$ cat src/rtl/ctrl_pkg.sv
// Shared encodings for the multicycle controller: FSM states, ALU ops, mux selects,
// command codes and the registered control-word layout.
package ctrl_pkg;

    typedef enum logic [3:0] {
        S_FETCH, S_DECODE, S_MEMADR, S_MEMRD, S_MEMWB, S_MEMWR,
        S_EXECR, S_EXECI, S_MULWAIT, S_ALUWB, S_BRANCH
    } state_t;

    typedef enum logic [2:0] {
        ALU_ADD = 3'b000,
        ALU_SUB = 3'b001,
        ALU_MUL = 3'b010,
        ALU_ACM = 3'b011,
        ALU_AND = 3'b100,
        ALU_ORR = 3'b101,
        ALU_PRM = 3'b110
    } alu_op_t;

    localparam logic [1:0] OP_DP  = 2'b00;
    localparam logic [1:0] OP_MEM = 2'b01;
    localparam logic [1:0] OP_BR  = 2'b10;

    localparam logic [1:0] RES_ALUOUT = 2'b00;
    localparam logic [1:0] RES_DATA   = 2'b01;
    localparam logic [1:0] RES_ALU    = 2'b10;

    localparam logic [1:0] SRCB_RD2  = 2'b00;
    localparam logic [1:0] SRCB_IMM  = 2'b01;
    localparam logic [1:0] SRCB_FOUR = 2'b10;

    localparam logic [1:0] IMM_8  = 2'b00;
    localparam logic [1:0] IMM_12 = 2'b01;
    localparam logic [1:0] IMM_24 = 2'b10;

    localparam logic [3:0] CMD_ADD = 4'b0000;
    localparam logic [3:0] CMD_SUB = 4'b0001;
    localparam logic [3:0] CMD_MUL = 4'b0010;
    localparam logic [3:0] CMD_CMP = 4'b0100;
    localparam logic [3:0] CMD_AND = 4'b1000;
    localparam logic [3:0] CMD_ORR = 4'b1001;
    localparam logic [3:0] CMD_PRM = 4'b1010;
    localparam logic [3:0] CMD_ACM = 4'b1011;

    typedef struct packed {
        logic       pc_write;
        logic       adr_src;
        logic       mem_w;
        logic       reg_w;
        logic [1:0] result_src;
        logic       alu_src_a;
        logic [1:0] alu_src_b;
        logic [1:0] imm_src;
        logic [1:0] reg_src;
        alu_op_t    alu_ctrl;
        logic [1:0] flag_w;
        logic       busy;
    } ctrl_out_t;

    // FETCH enables (IRWrite/PCWrite) are not in the word; they are gated live by mem_ready.
    localparam ctrl_out_t FETCH_OUT = '{
        pc_write: 1'b0, adr_src: 1'b0, mem_w: 1'b0, reg_w: 1'b0,
        result_src: RES_ALU, alu_src_a: 1'b1, alu_src_b: SRCB_FOUR,
        imm_src: IMM_8, reg_src: 2'b00, alu_ctrl: ALU_ADD,
        flag_w: 2'b00, busy: 1'b0
    };

endpackage

$ cat src/rtl/multicycle_controller_if.sv
// Control bundle between instruction/cond logic, the controller and the datapath.
// master = controller side, slave = datapath side.
interface multicycle_controller_if;
    logic [1:0] Op;
    logic [5:0] Funct;
    logic [3:0] Rd;
    logic       CondEx;
    logic       mem_ready;
    logic       PCWrite;
    logic       AdrSrc;
    logic       MemW;
    logic       IRWrite;
    logic       RegW;
    logic [1:0] ResultSrc;
    logic       ALUSrcA;
    logic [1:0] ALUSrcB;
    logic [1:0] ImmSrc;
    logic [1:0] RegSrc;
    logic [2:0] ALUControl;
    logic [1:0] FlagW;
    logic       busy;

    modport master (
        input  Op, Funct, Rd, CondEx, mem_ready,
        output PCWrite, AdrSrc, MemW, IRWrite, RegW, ResultSrc, ALUSrcA,
               ALUSrcB, ImmSrc, RegSrc, ALUControl, FlagW, busy
    );

    modport slave (
        output Op, Funct, Rd, CondEx, mem_ready,
        input  PCWrite, AdrSrc, MemW, IRWrite, RegW, ResultSrc, ALUSrcA,
               ALUSrcB, ImmSrc, RegSrc, ALUControl, FlagW, busy
    );
endinterface

$ cat src/rtl/alu_decoder.sv
// Combinational data-processing decode: (cmd, S) -> ALU op, flag write enables, CMP/MUL class.
// Zero latency; no flow control.
module alu_decoder
    import ctrl_pkg::*;
(
    input  logic [3:0] cmd_i,
    input  logic       s_i,
    output alu_op_t    alu_ctrl_o,
    output logic [1:0] flag_w_o,
    output logic       is_cmp_o,
    output logic       is_mul_o,
    output logic       legal_o
);
    alu_op_t op;
    logic    cmp, mul, legal;

    always_comb begin
        op    = ALU_ADD;
        cmp   = 1'b0;
        mul   = 1'b0;
        legal = 1'b1;
        case (cmd_i)
            CMD_ADD: op = ALU_ADD;
            CMD_SUB: op = ALU_SUB;
            CMD_MUL: begin op = ALU_MUL; mul = 1'b1; end
            CMD_AND: op = ALU_AND;
            CMD_ORR: op = ALU_ORR;
            CMD_PRM: op = ALU_PRM;
            CMD_ACM: op = ALU_ACM;
            // CMP always carries S; with S clear this encoding is the plain ADD form.
            CMD_CMP: if (s_i) begin op = ALU_SUB; cmp = 1'b1; end
            default: legal = 1'b0;
        endcase
    end

    always_comb begin
        flag_w_o = 2'b00;
        if (cmp)
            flag_w_o = 2'b11;
        else if (legal)
            flag_w_o = {s_i, s_i & ((op == ALU_ADD) | (op == ALU_SUB))};
    end

    assign alu_ctrl_o = op;
    assign is_cmp_o   = cmp;
    assign is_mul_o   = mul;
    assign legal_o    = legal;
endmodule

$ cat src/rtl/multicycle_controller.sv
// Moore FSM sequencing the shared multicycle datapath; control word registered from next state.
// Stalls in FETCH/MEMRD/MEMWR until mem_ready; MUL holds the ALU MUL_CYCLES extra cycles.
module multicycle_controller
    import ctrl_pkg::*;
#(
    parameter int unsigned MUL_CYCLES = 3
) (
    input  logic                    clk,
    input  logic                    rst_n,
    multicycle_controller_if.master bus
);
    localparam logic [3:0] MUL_LAST  = 4'(MUL_CYCLES);
    localparam bit         MUL_MULTI = (MUL_CYCLES != 0);

    state_t    state_q, state_d;
    logic [1:0] op_q;
    logic [5:0] funct_q;
    logic [3:0] rd_q;
    logic [3:0] cnt_q, cnt_d;
    ctrl_out_t out_q, out_d, out_vis;

    // In DECODE the next state's controls must see the fields being latched this cycle.
    logic       in_decode;
    logic [1:0] op_e;
    logic [5:0] funct_e;
    logic [3:0] rd_e;
    assign in_decode = (state_q == S_DECODE);
    assign op_e      = in_decode ? bus.Op    : op_q;
    assign funct_e   = in_decode ? bus.Funct : funct_q;
    assign rd_e      = in_decode ? bus.Rd    : rd_q;

    alu_op_t    dec_alu;
    logic [1:0] dec_flag;
    logic       dec_cmp, dec_mul, dec_legal;

    alu_decoder u_alu_dec (
        .cmd_i      (funct_e[4:1]),
        .s_i        (funct_e[0]),
        .alu_ctrl_o (dec_alu),
        .flag_w_o   (dec_flag),
        .is_cmp_o   (dec_cmp),
        .is_mul_o   (dec_mul),
        .legal_o    (dec_legal)
    );

    logic mul_stall, wb_ok, rd_pc;
    assign mul_stall = dec_mul & MUL_MULTI;
    assign wb_ok     = dec_legal & (op_e == OP_DP);
    assign rd_pc     = (rd_e == 4'd15);

    always_comb begin
        state_d = state_q;
        cnt_d   = cnt_q;
        case (state_q)
            S_FETCH:  if (bus.mem_ready) state_d = S_DECODE;
            S_DECODE: begin
                if (!bus.CondEx)
                    state_d = S_FETCH;
                else begin
                    case (bus.Op)
                        OP_MEM:  state_d = S_MEMADR;
                        OP_DP:   state_d = bus.Funct[5] ? S_EXECI : S_EXECR;
                        OP_BR:   state_d = S_BRANCH;
                        default: state_d = S_FETCH;
                    endcase
                end
            end
            S_MEMADR: state_d = funct_q[0] ? S_MEMRD : S_MEMWR;
            S_MEMRD:  if (bus.mem_ready) state_d = S_MEMWB;
            S_MEMWR:  if (bus.mem_ready) state_d = S_FETCH;
            S_EXECR, S_EXECI: begin
                if (mul_stall) begin
                    state_d = S_MULWAIT;
                    cnt_d   = 4'd1;
                end else if (dec_cmp)
                    state_d = S_FETCH;
                else
                    state_d = S_ALUWB;
            end
            S_MULWAIT: begin
                if (cnt_q == MUL_LAST) begin
                    state_d = S_ALUWB;
                    cnt_d   = 4'd0;
                end else
                    cnt_d = cnt_q + 4'd1;
            end
            default: state_d = S_FETCH;
        endcase
    end

    always_comb begin
        out_d      = '0;
        out_d.busy = (state_d != S_FETCH);
        case (state_d)
            S_FETCH: out_d = FETCH_OUT;
            S_DECODE: begin
                out_d.result_src = RES_ALU;
                out_d.alu_src_a  = 1'b1;
                out_d.alu_src_b  = SRCB_FOUR;
            end
            S_MEMADR: begin
                out_d.alu_src_b = SRCB_IMM;
                out_d.imm_src   = IMM_12;
            end
            S_MEMRD: out_d.adr_src = 1'b1;
            S_MEMWR: begin
                out_d.adr_src = 1'b1;
                out_d.reg_src = 2'b10;
                out_d.mem_w   = 1'b1;
            end
            S_MEMWB: begin
                out_d.result_src = RES_DATA;
                out_d.pc_write   = rd_pc;
                out_d.reg_w      = ~rd_pc;
            end
            S_EXECR, S_EXECI: begin
                out_d.alu_src_b = (state_d == S_EXECI) ? SRCB_IMM : SRCB_RD2;
                out_d.imm_src   = IMM_8;
                out_d.alu_ctrl  = dec_alu;
                out_d.flag_w    = mul_stall ? 2'b00 : dec_flag;
            end
            S_MULWAIT: begin
                out_d.alu_src_b = funct_e[5] ? SRCB_IMM : SRCB_RD2;
                out_d.imm_src   = IMM_8;
                out_d.alu_ctrl  = dec_alu;
                out_d.flag_w    = (cnt_d == MUL_LAST) ? dec_flag : 2'b00;
            end
            S_ALUWB: begin
                out_d.result_src = RES_ALUOUT;
                out_d.pc_write   = wb_ok & rd_pc;
                out_d.reg_w      = wb_ok & ~rd_pc;
            end
            S_BRANCH: begin
                out_d.reg_src    = 2'b01;
                out_d.alu_src_b  = SRCB_IMM;
                out_d.imm_src    = IMM_24;
                out_d.result_src = RES_ALU;
                out_d.pc_write   = 1'b1;
            end
            default: out_d = '0;
        endcase
    end

    always_ff @(posedge clk or negedge rst_n) begin
        if (!rst_n) begin
            state_q <= S_FETCH;
            op_q    <= '0;
            funct_q <= '0;
            rd_q    <= '0;
            cnt_q   <= '0;
            out_q   <= FETCH_OUT;
        end else begin
            state_q <= state_d;
            cnt_q   <= cnt_d;
            out_q   <= out_d;
            if (in_decode) begin
                op_q    <= bus.Op;
                funct_q <= bus.Funct;
                rd_q    <= bus.Rd;
            end
        end
    end

    // Outputs are forced low for the whole reset so an aborted write cannot leak.
    logic fetch_go;
    assign out_vis  = rst_n ? out_q : '0;
    assign fetch_go = rst_n & (state_q == S_FETCH) & bus.mem_ready;

    assign bus.PCWrite    = out_vis.pc_write | fetch_go;
    assign bus.IRWrite    = fetch_go;
    assign bus.AdrSrc     = out_vis.adr_src;
    assign bus.MemW       = out_vis.mem_w;
    assign bus.RegW       = out_vis.reg_w;
    assign bus.ResultSrc  = out_vis.result_src;
    assign bus.ALUSrcA    = out_vis.alu_src_a;
    assign bus.ALUSrcB    = out_vis.alu_src_b;
    assign bus.ImmSrc     = out_vis.imm_src;
    assign bus.RegSrc     = out_vis.reg_src;
    assign bus.ALUControl = out_vis.alu_ctrl;
    assign bus.FlagW      = out_vis.flag_w;
    assign bus.busy       = out_vis.busy;
endmodule

$ cat src/flat_wrapper.sv
// flat-port wrapper written by rule: the top's interface ports become plain ports
module multicycle_controller_flat import ctrl_pkg::*;
#(
    parameter int unsigned MUL_CYCLES = 3
)
  (clk, rst_n, bus_Op, bus_Funct, bus_Rd, bus_CondEx, bus_mem_ready, bus_PCWrite, bus_AdrSrc, bus_MemW, bus_IRWrite, bus_RegW, bus_ResultSrc, bus_ALUSrcA, bus_ALUSrcB, bus_ImmSrc, bus_RegSrc, bus_ALUControl, bus_FlagW, bus_busy);
  multicycle_controller_if bus_i ();
  input  logic clk;
  input  logic rst_n;
  input wire logic [$bits(bus_i.Op)-1:0] bus_Op;
  input wire logic [$bits(bus_i.Funct)-1:0] bus_Funct;
  input wire logic [$bits(bus_i.Rd)-1:0] bus_Rd;
  input wire logic [$bits(bus_i.CondEx)-1:0] bus_CondEx;
  input wire logic [$bits(bus_i.mem_ready)-1:0] bus_mem_ready;
  output wire logic [$bits(bus_i.PCWrite)-1:0] bus_PCWrite;
  output wire logic [$bits(bus_i.AdrSrc)-1:0] bus_AdrSrc;
  output wire logic [$bits(bus_i.MemW)-1:0] bus_MemW;
  output wire logic [$bits(bus_i.IRWrite)-1:0] bus_IRWrite;
  output wire logic [$bits(bus_i.RegW)-1:0] bus_RegW;
  output wire logic [$bits(bus_i.ResultSrc)-1:0] bus_ResultSrc;
  output wire logic [$bits(bus_i.ALUSrcA)-1:0] bus_ALUSrcA;
  output wire logic [$bits(bus_i.ALUSrcB)-1:0] bus_ALUSrcB;
  output wire logic [$bits(bus_i.ImmSrc)-1:0] bus_ImmSrc;
  output wire logic [$bits(bus_i.RegSrc)-1:0] bus_RegSrc;
  output wire logic [$bits(bus_i.ALUControl)-1:0] bus_ALUControl;
  output wire logic [$bits(bus_i.FlagW)-1:0] bus_FlagW;
  output wire logic [$bits(bus_i.busy)-1:0] bus_busy;
  assign bus_i.Op = bus_Op;
  assign bus_i.Funct = bus_Funct;
  assign bus_i.Rd = bus_Rd;
  assign bus_i.CondEx = bus_CondEx;
  assign bus_i.mem_ready = bus_mem_ready;
  assign bus_PCWrite = bus_i.PCWrite;
  assign bus_AdrSrc = bus_i.AdrSrc;
  assign bus_MemW = bus_i.MemW;
  assign bus_IRWrite = bus_i.IRWrite;
  assign bus_RegW = bus_i.RegW;
  assign bus_ResultSrc = bus_i.ResultSrc;
  assign bus_ALUSrcA = bus_i.ALUSrcA;
  assign bus_ALUSrcB = bus_i.ALUSrcB;
  assign bus_ImmSrc = bus_i.ImmSrc;
  assign bus_RegSrc = bus_i.RegSrc;
  assign bus_ALUControl = bus_i.ALUControl;
  assign bus_FlagW = bus_i.FlagW;
  assign bus_busy = bus_i.busy;
  multicycle_controller #(.MUL_CYCLES(MUL_CYCLES)) u_core (.clk(clk), .rst_n(rst_n), .bus(bus_i));
endmodule
$ cat config.mk
export PLATFORM = sky130hd
export DESIGN_NAME = multicycle_controller_flat
export DESIGN_NICKNAME = d
export VERILOG_FILES = /design/src/rtl/ctrl_pkg.sv /design/src/rtl/multicycle_controller_if.sv /design/src/rtl/alu_decoder.sv /design/src/rtl/multicycle_controller.sv /design/src/flat_wrapper.sv
export SDC_FILE = /design/constraint.sdc
export NUM_CORES = 1
export LEC_CHECK = 0
export BUFFER_PORTS_ARGS = -buffer_cell sky130_fd_sc_hd__buf_2
export CORE_MARGIN = 2
export CORE_UTILIZATION = 48
export CTS_CLUSTER_DIAMETER = 100
export DETAILED_ROUTE_END_ITERATION = 12
export MAX_ROUTING_LAYER = met4
export PLACE_DENSITY_LB_ADDON = 0.3
export SETUP_SLACK_MARGIN = 0.05
export SYNTH_ARGS = -nofsm -noshare
export SYNTH_HDL_FRONTEND = slang
export SYNTH_HIERARCHICAL = 1
export SYNTH_SLANG_ARGS = --single-unit
$ cat constraint.sdc
create_clock -name clk -period 4 [get_ports clk]
set_input_delay 1.2 -clock clk [delete_from_list [all_inputs] [get_ports clk]]
set_output_delay 1.2 -clock clk [all_outputs]
set_load 0.03 [all_outputs]
Yosys cells after proc, flatten, opt, wreduce, memory -nomap -nowiden
Index checks and enable logic that the tools add are counted.

Register bits after elaboration: 39. Input bits: 16. Output and inout bits: 20. Word-level logic and storage cells: 113.

Add/sub/neg operators: 1. Equality and inequality tests: 30. Muxes and demuxes: 41. Bitwise operators: 9. Reductions and logical operators: 15.

Operator list (number): $mux W4 (10); $eq A4 B4 Y1 const B (9); $eq A4 B3 Y1 const B (8); $eq A4 B2 Y1 const B (7); $pmux W4 S7 (1); $pmux W3 S7 (1); $mux W19 (1); $eq A4 B1 Y1 const B (3); $logic_not A4 Y1 (3); $mux W1 (12); $pmux W2 S2 (3); $pmux W4 S3 (1); $mux W2 (5); $pmux W5 S2 (1); $reduce_or A10 Y1 (1); $reduce_or A2 Y1 (5); $pmux W2 S4 (1); $pmux W4 S2 (1); $reduce_or A8 Y1 (1); $and A1 B1 Y1 (6); $mux W6 (1); $add A4 B1 Y4 const B (1); $logic_not A2 Y1 (2); $reduce_bool A4 Y1 (1); other kinds (10) (11).

Depth between registers and ports, before layout
Gate-level depths: netlist (run 1).

Depth after elaboration: 11. Mapped depth: 13. Gate-level depth less buffers: 11.

Hierarchy
The synthesis (run 1) kept the hierarchy.

By module, submodules not included: multicycle_controller (instances 1, cells an instance 166, area an instance 1851.8 µm², seq. area each 954.7 µm²); alu_decoder (instances 1, cells an instance 19, area an instance 105.1 µm², seq. area each 0.0 µm²).

Least setup slack after synthesis (run 1)
OpenSTA, ideal clock, no wires.

Kind: input to output. Start: input rst_n. End: output bus_RegSrc[0]. Data arrival time: 1.947 ns. Required time: 2.800 ns. Path slack: 0.853 ns. Stages: 3. Buffers on the path: 2. Cells stage by stage: clkbuf_1 -> and2_1 -> buf_4.

Cells in the longest elaborated chain, start to end: 1.

RTL lines: start, declared (line flat_wrapper.sv:9) `input logic rst_n;`; $mux W19 (line multicycle_controller.sv:166) `assign out_vis = rst_n ? out_q : '0;`; end, declared (line flat_wrapper.sv:24) `output wire logic [$bits(bus_i.RegSrc)-1:0] bus_RegSrc;`.

Every way passes these cells.

==> reports/results.ini, run 1 <==
[status]
outcome=finished clean

[place]
gp_congestion=0.855
io_buffers=35
place_hpwl_um=2660
place_inst=267
placed_cell_area_um2=2180

[floorplanning]
die_w_um=67.9
core_area_um2=3970
dieArea_um2=4600
ios=36
die_h_um=67.9
rows=23
initial_core_util_pct=49.3

[layout]
syn_to_final_growth_pct=16.5
most-common-layout-cells=35 x buf_2, 35 x dfrtp_1, 20 x and2_1, 14 x nor2_1, 13 x nand2_1
drive_gt1_share_pct=28.9
final_cell_area_um2=2280
regArea_um2=955
stdcell_count=275
nets=241
fill_cells=360
antenna_cells=0
multi_input_area_um2=940

[timing]
max_slew_margin_pct=58.8
holdWs_ns=0.480
rsz0062_at_grt=no
fmax_mhz=299
skew_ns=0.00250
tns_ns=0
worst_pin_slew_ns=0.602
maxSlewViolCount=0
period_minus_slack_ns=3.34
hold_viol=0
setup_viol=0
period_share_pct=83.5

[logic_synthesis]
syn_area_um2=1960
syn_avg_cell_area_um2=10.6
synth_seq_cells=38
syn-num-nets=202
syn_inst=185
yosysSeqAreaShare_pct=48.8
synth_warnings=6
synth-edff-count=0
ys_async_sr_fraction_pct=100
ys.flop_type=dfrtp_1
synth.distinct_cells=51

[power]
p_leak_nw=1.09
power_density_nw_per_um2=737
irDropWorstVdd_mv=0.397

[cts]
clkTransAtPathRegs_ns=0.07
clock_latency_ns=0.29
root_buffer=clkbuf_8
cts_resized=0
max-clock-path-buffers=2
cts_setup_buffers=0
cts_tree=built
h-tree-depth=2
cts_hold_buf=0
cts_buffers=5
cts_sinks=38

[hold_path]
hp-class=flop to flop
hold_end=u_core/funct_q[5]
min_from=u_core/funct_q[5]
min_path_cells=1

[critical_path]
worst_r2r_path_depth=10
slowest_delay_ns=0.57
worstPathArrival_ns=3.55
worstPathRequired_ns=4.21
startpoint_type=flop
critPathTopFamily=simple AND/OR/NAND/NOR gates
cp_max_fo=15
crit_type=flop to flop
crit_buf_inv=2
worst_r2r_startpoint=u_core/state_q[1]
cpMostUsedCell=nor2_1
worst_setup_path_end_kind=flop
worstPathCellList=nor4b_4, buf_4, mux2_1, nor3_1, nor2_1, a32oi_1, a31oi_1, nor2_1, clkinv_1, o21ai_1
r2r-end=u_core/out_q[10]
r2r_slack_ns=0.66
slowest_stage=dfrtp_1

[drt]
drt_iter0_markers=64
firstDrtPassIters=4
wl_per_cell_um=13.4
routed_wl_um=3690
dr_total_vias=1438
drc_errors=0
antenna_left=0
vias_per_cell=5.23

[global_route]
antenna_found_initial=0
grt_max_degree=38
overflow=0
grt_usage_pct=18.2
grt_pass1_wl_um=5970
grt_pass1_vias=1254

[flow_run]
cap_viol_max_count=0

-- sequential cells by signal (all words and copies together) (netlist names) --
name            flops
u_core/op_q         2
u_core/out_q       18
u_core/cnt_q        4
u_core/state_q      4
u_core/rd_q         4
u_core/funct_q      6
-- worst max path at each step --
stage / end / cells past startpoint / start / slack [ns]
floorplan: bus_RegSrc[0] / 3 / rst_n / 0.85
global placement: u_core/out_q[10] / 10 / bus_Funct[3] / 0.58
detailed placement: u_core/out_q[10] / 10 / bus_Funct[3] / 0.55
CTS: bus_RegSrc[0] / 3 / rst_n / 0.67
global route: u_core/out_q[10] / 10 / u_core/state_q[1] / 0.32
finish: u_core/out_q[10] / 10 / u_core/state_q[1] / 0.66
-- layout make-up --
class | instances | area share, %
clock buffers | 6 | 3.62
well taps | 50 | 2.74
clock inverters | 2 | 0.549
multi-input cells | 134 | 41.2
flip-flops and latches | 38 | 41.9
repair buffers | 39 | 9.00
inverters | 6 | 0.988
-- metrics by stage --
step	power, W	utilization (%)	setup slack (ns)
2_1_floorplan	0.00125	-	0.853
3_3_place_gp	0.00140	55.0	0.578
3_5_place_dp	0.00142	55.0	0.549
4_1_cts	0.00170	57.4	0.673
5_1_grt	0.00181	57.4	0.317
6_report	0.00168	57.4	0.660
-- power by group --
group	internal, W	total, W	switching [W]
clock	0.000138	0.000269	0.000131
sequential	0.000538	0.000630	0.0000921
combinational	0.000347	0.000782	0.000435
total	0.00102	0.00168	0.000658
-- synthesized netlist by cell type (2+ instances only) --
cell type	number	area, µm²
dfrtp_1	35	876
and2_1	20	125
nor2_1	14	52.6
nand2_1	13	48.8
mux2_1	7	78.8
o21ai_1	7	35.0
a21oi_1	5	25.0
mux2_2	5	56.3
o21a_1	5	37.5
inv_1	4	15.0
nand2b_1	4	25.0
nand3_1	4	20.0
o21ai_0	4	20.0
a31oi_1	3	18.8
buf_4	3	22.5
dfstp_2	3	78.8
nand4b_1	3	26.3
nor2b_1	3	18.8
nor3_1	3	15.0
a21o_1	2	15.0
a31o_1	2	17.5
buf_2	2	10.0
clkbuf_1	2	7.51
clkinv_1	2	7.51
nand3b_1	2	15.0
nand4_1	2	12.5
nor4b_2	2	30.0
-- cells by family after synthesis --
group / count (synthesis) / share of synthesized area (%)
AO/OA/AOI/OAI: 36 / 12.5
flip-flops: 38 / 48.8
adder cells (fa/ha/maj): 1 / 0.639
AND/OR/NAND/NOR: 84 / 27.5
buffers and inverters: 13 / 3.20
multiplexers: 13 / 7.42
-- layer usage --
layer	GRT usage [%]	up-vias	share of wire, %
li1	-	736	-
met1	25.4	663	47
met2	25.9	34	47
met3	4.44	5	4.4
met4	6.75	0	1.5
met5	-	-	0
Power figures use the tool's default switching activity.
==> inputs of run 2 (changes only) <==
==> constraint.sdc (replaced) <==
create_clock -name clk -period 3.4 [get_ports clk]
set_input_delay 1.02 -clock clk [delete_from_list [all_inputs] [get_ports clk]]
set_output_delay 1.02 -clock clk [all_outputs]
set_load 0.03 [all_outputs]
==> run 2 against run 1 <==
Effect of this change: power rose by 29%; non-clock buffer count rose by 6; register-to-register slack got worse by 0.27 ns; critical path depth fell by 1; combinational power rose by 26%; final area rose by 4.1%; sequential power rose by 14%; critical endpoint is now u_core/out_q[18]; largest cell class unchanged; largest power group unchanged; highest routed layer unchanged.
==> reports/results.ini, run 2 (synthesis gave the netlist of run 1 again) <==
[place]
placed_cell_area_um2=2230  ; +2.1%
io_buffers=35  ; unchanged
place_hpwl_um=2870  ; +8.0%
gp_congestion=0.795  ; -6.9%

[layout]
regMostFlops=u_core/out_q
drive_gt1_share_pct=30.7  ; +1.8 points
antenna_cells=0  ; unchanged
final_cell_area_um2=2370  ; +4.1%
top_regs=u_core/out_q x18, u_core/funct_q x6
largest_reg_flops=18  ; unchanged
syn_to_final_growth_pct=21.2
most-common-layout-cells=35 x buf_2, 35 x dfrtp_1, 20 x and2_1, 14 x nor2_1, 13 x nand2_1
nets=247  ; +2.5%
fill_cells=344  ; -4.4%

[critical_path]
worstPathRequired_ns=3.61  ; -0.60 ns
worst_r2r_startpoint=u_core/state_q[3]
startpoint_type=flop
r2r-end=u_core/out_q[18]
r2r_slack_ns=0.39  ; -0.27 ns
crit_type=flop to flop
worst_r2r_path_depth=9  ; -1
worstPathArrival_ns=3.22  ; -0.33 ns
cp_max_fo=9  ; -6
worst_setup_path_end_kind=flop
critPathLaunch=u_core/state_q[3]

[floorplanning]
ios=36  ; unchanged
core_area_um2=3970  ; unchanged
rows=23  ; unchanged
dieArea_um2=4600  ; unchanged
initial_core_util_pct=49.3  ; unchanged
die_h_um=67.9  ; unchanged
die_w_um=67.9  ; unchanged

[power]
power_density_nw_per_um2=913  ; +24%
irDropWorstVdd_mv=0.394  ; -0.72%
power.total_w=0.00217  ; +29%
p_leak_nw=1.14  ; +4.9%

[flow_run]
cap_viol_max_count=0  ; unchanged

[global_route]
antenna_found_initial=0  ; unchanged
grt_pass1_wl_um=6150  ; +3.1%
grt_pass1_vias=1337  ; +6.6%
grt_max_degree=35  ; -7.9%
overflow=0  ; unchanged
grt_usage_pct=18.7  ; +0.47 points

[hold_path]
hp-class=flop to flop
min_from=u_core/rd_q[0]
min_path_cells=1  ; unchanged
hold_end=u_core/rd_q[0]

[cts]
cts_tree=built
cts_buffers=5  ; unchanged
clkTransAtPathRegs_ns=0.07  ; about the same
cts_setup_buffers=0  ; unchanged
cts_sinks=38  ; unchanged
clock_latency_ns=0.29  ; about the same
max-clock-path-buffers=2  ; unchanged
h-tree-depth=2  ; unchanged
root_buffer=clkbuf_8
cts_resized=0  ; unchanged
cts_hold_buf=0  ; unchanged

[timing]
setup_viol=0  ; unchanged
rsz0062_at_grt=no
max_slew_margin_pct=59.7  ; +0.87 points
fmax_mhz=332  ; +11%
hold_viol=0  ; unchanged
skew_ns=0.00770  ; +0.00519 ns
worst_pin_slew_ns=0.589  ; -0.0127 ns
tns_ns=0  ; unchanged
period_share_pct=88.5  ; +5.0 points
maxSlewViolCount=0  ; unchanged
period_minus_slack_ns=3.01  ; -0.329 ns
holdWs_ns=0.483  ; +0.00230 ns

[drt]
drt_iter0_markers=55  ; -14%
dr_total_vias=1508  ; +4.9%
vias_per_cell=5.37  ; +2.6%
drc_errors=0  ; unchanged
wl_per_cell_um=13.5  ; +0.44%
routed_wl_um=3790  ; +2.6%
firstDrtPassIters=4  ; unchanged
antenna_left=0  ; unchanged

[status]
outcome=finished clean

==> run 2: routing by layer <==
metal	global-route usage, %	vias up	share of wire, %
met4	4.50	0	0.90
met3	4.93	5	6.3
met2	29.9	38	48
met1	23.9	719	44
li1	-	746	-
met5	-	-	0
==> run 2: worst max-delay path by stage <==
| stage | slack, ns | end |
|---|---|---|
| 2_1_floorplan | 0.43 | u_core/out_q[18] |
| 3_3_place_gp | 0.41 | u_core/out_q[18] |
| 3_5_place_dp | 0.31 | u_core/out_q[18] |
| 4_1_cts | 0.33 | u_core/out_q[18] |
| 5_1_grt | 0.06 | u_core/out_q[18] |
| 6_report | 0.39 | u_core/out_q[18] |
==> run 2: critical path, cell delays in order, from the launching register on <==
cell and delay [ns]:
dfrtp_1 0.49, nor4b_4 0.45, mux2_1 0.38, nand2b_1 0.16, nor3_1 0.36, nor2b_1 0.10
o31a_2 0.39, nor4b_2 0.29, o21ai_1 0.13, a31oi_1 0.18
==> run 2: area by class of cell <==
| type | instances | area (µm²) | share of cell area (%) |
|---|---|---|---|
| multi-input cells | 134 | 940 | 39.6 |
| well taps | 50 | 62.6 | 2.64 |
| flip-flops and latches | 38 | 955 | 40.2 |
| clock inverters | 2 | 60.1 | 2.53 |
| inverters | 6 | 22.5 | 0.949 |
| clock buffers | 6 | 82.6 | 3.48 |
| repair buffers | 45 | 250 | 10.5 |
==> run 2: stage by stage <==
step | util [%] | setup WS, ns | instances
3_5_place_dp | 56.1 | 0.309 | 273
5_1_grt | 59.7 | 0.0616 | 281
2_1_floorplan | - | 0.432 | 185
3_3_place_gp | 56.1 | 0.408 | 273
4_1_cts | 59.7 | 0.326 | 281
6_report | 59.7 | 0.390 | 281
==> run 2: power breakdown <==
| part | internal, W | total, W | switching (W) |
|---|---|---|---|
| clock | 0.000313 | 0.000464 | 0.000151 |
| sequential | 0.000633 | 0.000719 | 0.0000854 |
| combinational | 0.000439 | 0.000983 | 0.000544 |
==> inputs of run 3 (changes only) <==
--- a/config.mk
+++ b/config.mk
@@ -7,7 +7,7 @@
 export LEC_CHECK = 0
 export BUFFER_PORTS_ARGS = -buffer_cell sky130_fd_sc_hd__buf_2
 export CORE_MARGIN = 2
-export CORE_UTILIZATION = 48
+export CORE_UTILIZATION = 45
 export CTS_CLUSTER_DIAMETER = 100
 export DETAILED_ROUTE_END_ITERATION = 12
 export MAX_ROUTING_LAYER = met4
==> run 3 against run 2 <==
Effect of this change: combinational power rose by 1%; largest cell class unchanged; sequential cell count did not move; final area fell by 2.5%; first-iteration DRC count rose by 47%; clock skew fell by 0.0034 ns; power fell by 6.6%; wire length rose by 4.3%; worst hold slack improved by 0.0084 ns; setup slack got worse by 0.0010 ns; clock power fell by 32%.
==> reports/results.ini, run 3 (synthesis gave the netlist of run 1 again) <==
[status]
outcome=finished clean

[floorplanning]
core_area_um2=4090  ; +2.9%
ios=36  ; unchanged
dieArea_um2=4890  ; +6.3%
die_w_um=69.9  ; +3.1%
rows=23  ; unchanged
die_h_um=69.9  ; +3.1%
initial_core_util_pct=47.9  ; -1.4 points

[critical_path]
r2r_slack_ns=0.39  ; about the same
worst_r2r_startpoint=u_core/state_q[1]
worstPathCellList=nor4b_4, buf_4, mux2_1, nand2b_1, nor3_1, nor2b_1, o31a_2, nor4b_2, o21ai_1, a31oi_1
slowest_stage=nor4b_4
slowest_delay_ns=0.44  ; -0.05 ns
crit_type=flop to flop
worst_r2r_path_depth=10  ; +1
worstPathArrival_ns=3.23  ; about the same
critPathLaunch=u_core/state_q[1]
worst_setup_path_end_kind=flop
crit_path_end=u_core/out_q[18]
worstPathRequired_ns=3.62  ; about the same
r2r-end=u_core/out_q[18]
cp_max_fo=12  ; +3
startpoint_type=flop

[cts]
max-clock-path-buffers=2  ; unchanged
cts_setup_buffers=0  ; unchanged
cts_buffers=5  ; unchanged
h-tree-depth=2  ; unchanged
root_buffer=clkbuf_8
cts_resized=0  ; unchanged
cts_sinks=38  ; unchanged
cts_tree=built
clock_latency_ns=0.29  ; about the same
cts_hold_buf=0  ; unchanged
clkTransAtPathRegs_ns=0.07  ; about the same

[hold_path]
min_path_cells=1  ; unchanged
hp-class=flop to flop
min_from=u_core/rd_q[0]

[place]
place_hpwl_um=2920  ; +1.5%
gp_congestion=0.792  ; -0.39%
dp_slack_ns=0.250  ; -0.0590 ns
io_buffers=35  ; unchanged

[global_route]
grt_pass1_vias=1384  ; +3.5%
grt_pass1_wl_um=6600  ; +7.2%
grt_usage_pct=17.4  ; -1.3 points
overflow=0  ; unchanged
antenna_found_initial=0  ; unchanged
grt_max_degree=36  ; +2.9%

[layout]
largest_reg_flops=18  ; unchanged
regMostFlops=u_core/out_q
most-common-layout-cells=35 x buf_2, 35 x dfrtp_1, 20 x and2_1, 14 x nor2_1, 13 x nand2_1
nets=246  ; -0.40%
drive_gt1_share_pct=30.0  ; -0.74 points
syn_to_final_growth_pct=18.2
top_regs=u_core/out_q x18, u_core/funct_q x6
antenna_cells=0  ; unchanged

[timing]
max_slew_margin_pct=55.7  ; -4.0 points
fin_ws_ns=0.389  ; -0.00101 ns
period_minus_slack_ns=3.01  ; +0.00101 ns
period_share_pct=88.6  ; about the same
fmax_mhz=332  ; about the same
hold_viol=0  ; unchanged
worst_pin_slew_ns=0.647  ; +0.0579 ns
setup_viol=0  ; unchanged
tns_ns=0  ; unchanged
rsz0062_at_grt=no
maxSlewViolCount=0  ; unchanged
skew_ns=0.00429  ; -0.00341 ns

[drt]
dr_total_vias=1521  ; +0.86%
firstDrtPassIters=4  ; unchanged
routed_wl_um=3950  ; +4.3%
vias_per_cell=5.43  ; +1.2%
antenna_left=0  ; unchanged
wl_per_cell_um=14.1  ; +4.6%
drc_errors=0  ; unchanged
drt_iter0_markers=81  ; +47%

[power]
irDropWorstVdd_mv=0.449  ; +14%
p_leak_nw=1.11  ; -2.4%
power_density_nw_per_um2=875  ; -4.2%

[flow_run]
cap_viol_max_count=0  ; unchanged

[run 3: worst min-delay path by stage]
stage	endpoint
2_1_floorplan	u_core/rd_q[0]
3_3_place_gp	u_core/rd_q[0]
3_5_place_dp	u_core/rd_q[0]
4_1_cts	u_core/rd_q[0]
5_1_grt	u_core/rd_q[1]
6_report	u_core/rd_q[0]
[run 3: area by class of cell]
cell class	instances	area, µm²
multi-input combinational	134	940
clock buffer	7	86.3
inverter	6	22.5
clock inverter	1	5.00
timing repair buffer	44	243
sequential	38	955
fill	369	1770
tap	50	62.6
[run 3: power breakdown]
part | internal, W | total [W] | switching (W) | leakage [nW]
Sequential | 0.000634 | 0.000713 | 0.0000792 | 0.480
Clock | 0.000163 | 0.000315 | 0.000152 | 0.0482
Combinational | 0.000436 | 0.000995 | 0.000559 | 0.587
Total | 0.00123 | 0.00202 | 0.000790 | 1.11
[run 3: layer usage]
metal  up-vias  track usage, %  routed length, µm
li1        743               -                  -
met1       728            23.1               1860
met2        45            26.6               1850
met3         5            3.90                201
met4         0            5.77                 45
met5         -               -                  0
[run 3: through the flow]
stage / area [µm²] / cells / util, % / hold slack, ns / total power [W]
finish: 2310 / 280 / 56.6 / 0.491 / 0.00202
global route: 2310 / 280 / 56.6 / 0.515 / 0.00218
CTS: 2310 / 280 / 56.6 / 0.496 / 0.00203
global placement: 2220 / 272 / 54.4 / 0.460 / 0.00170
floorplan: 1960 / 185 / - / 0.447 / 0.00147
detailed placement: 2220 / 272 / 54.4 / 0.481 / 0.00172
[run 3: worst max-delay path: cells and delay by family, from the launching register on]
family | cells | cell delay (ns)
simple gates | 5 | 1.25
mux | 1 | 0.28
compound gates | 3 | 0.71
buf+inv | 1 | 0.28
flops | 1 | 0.41
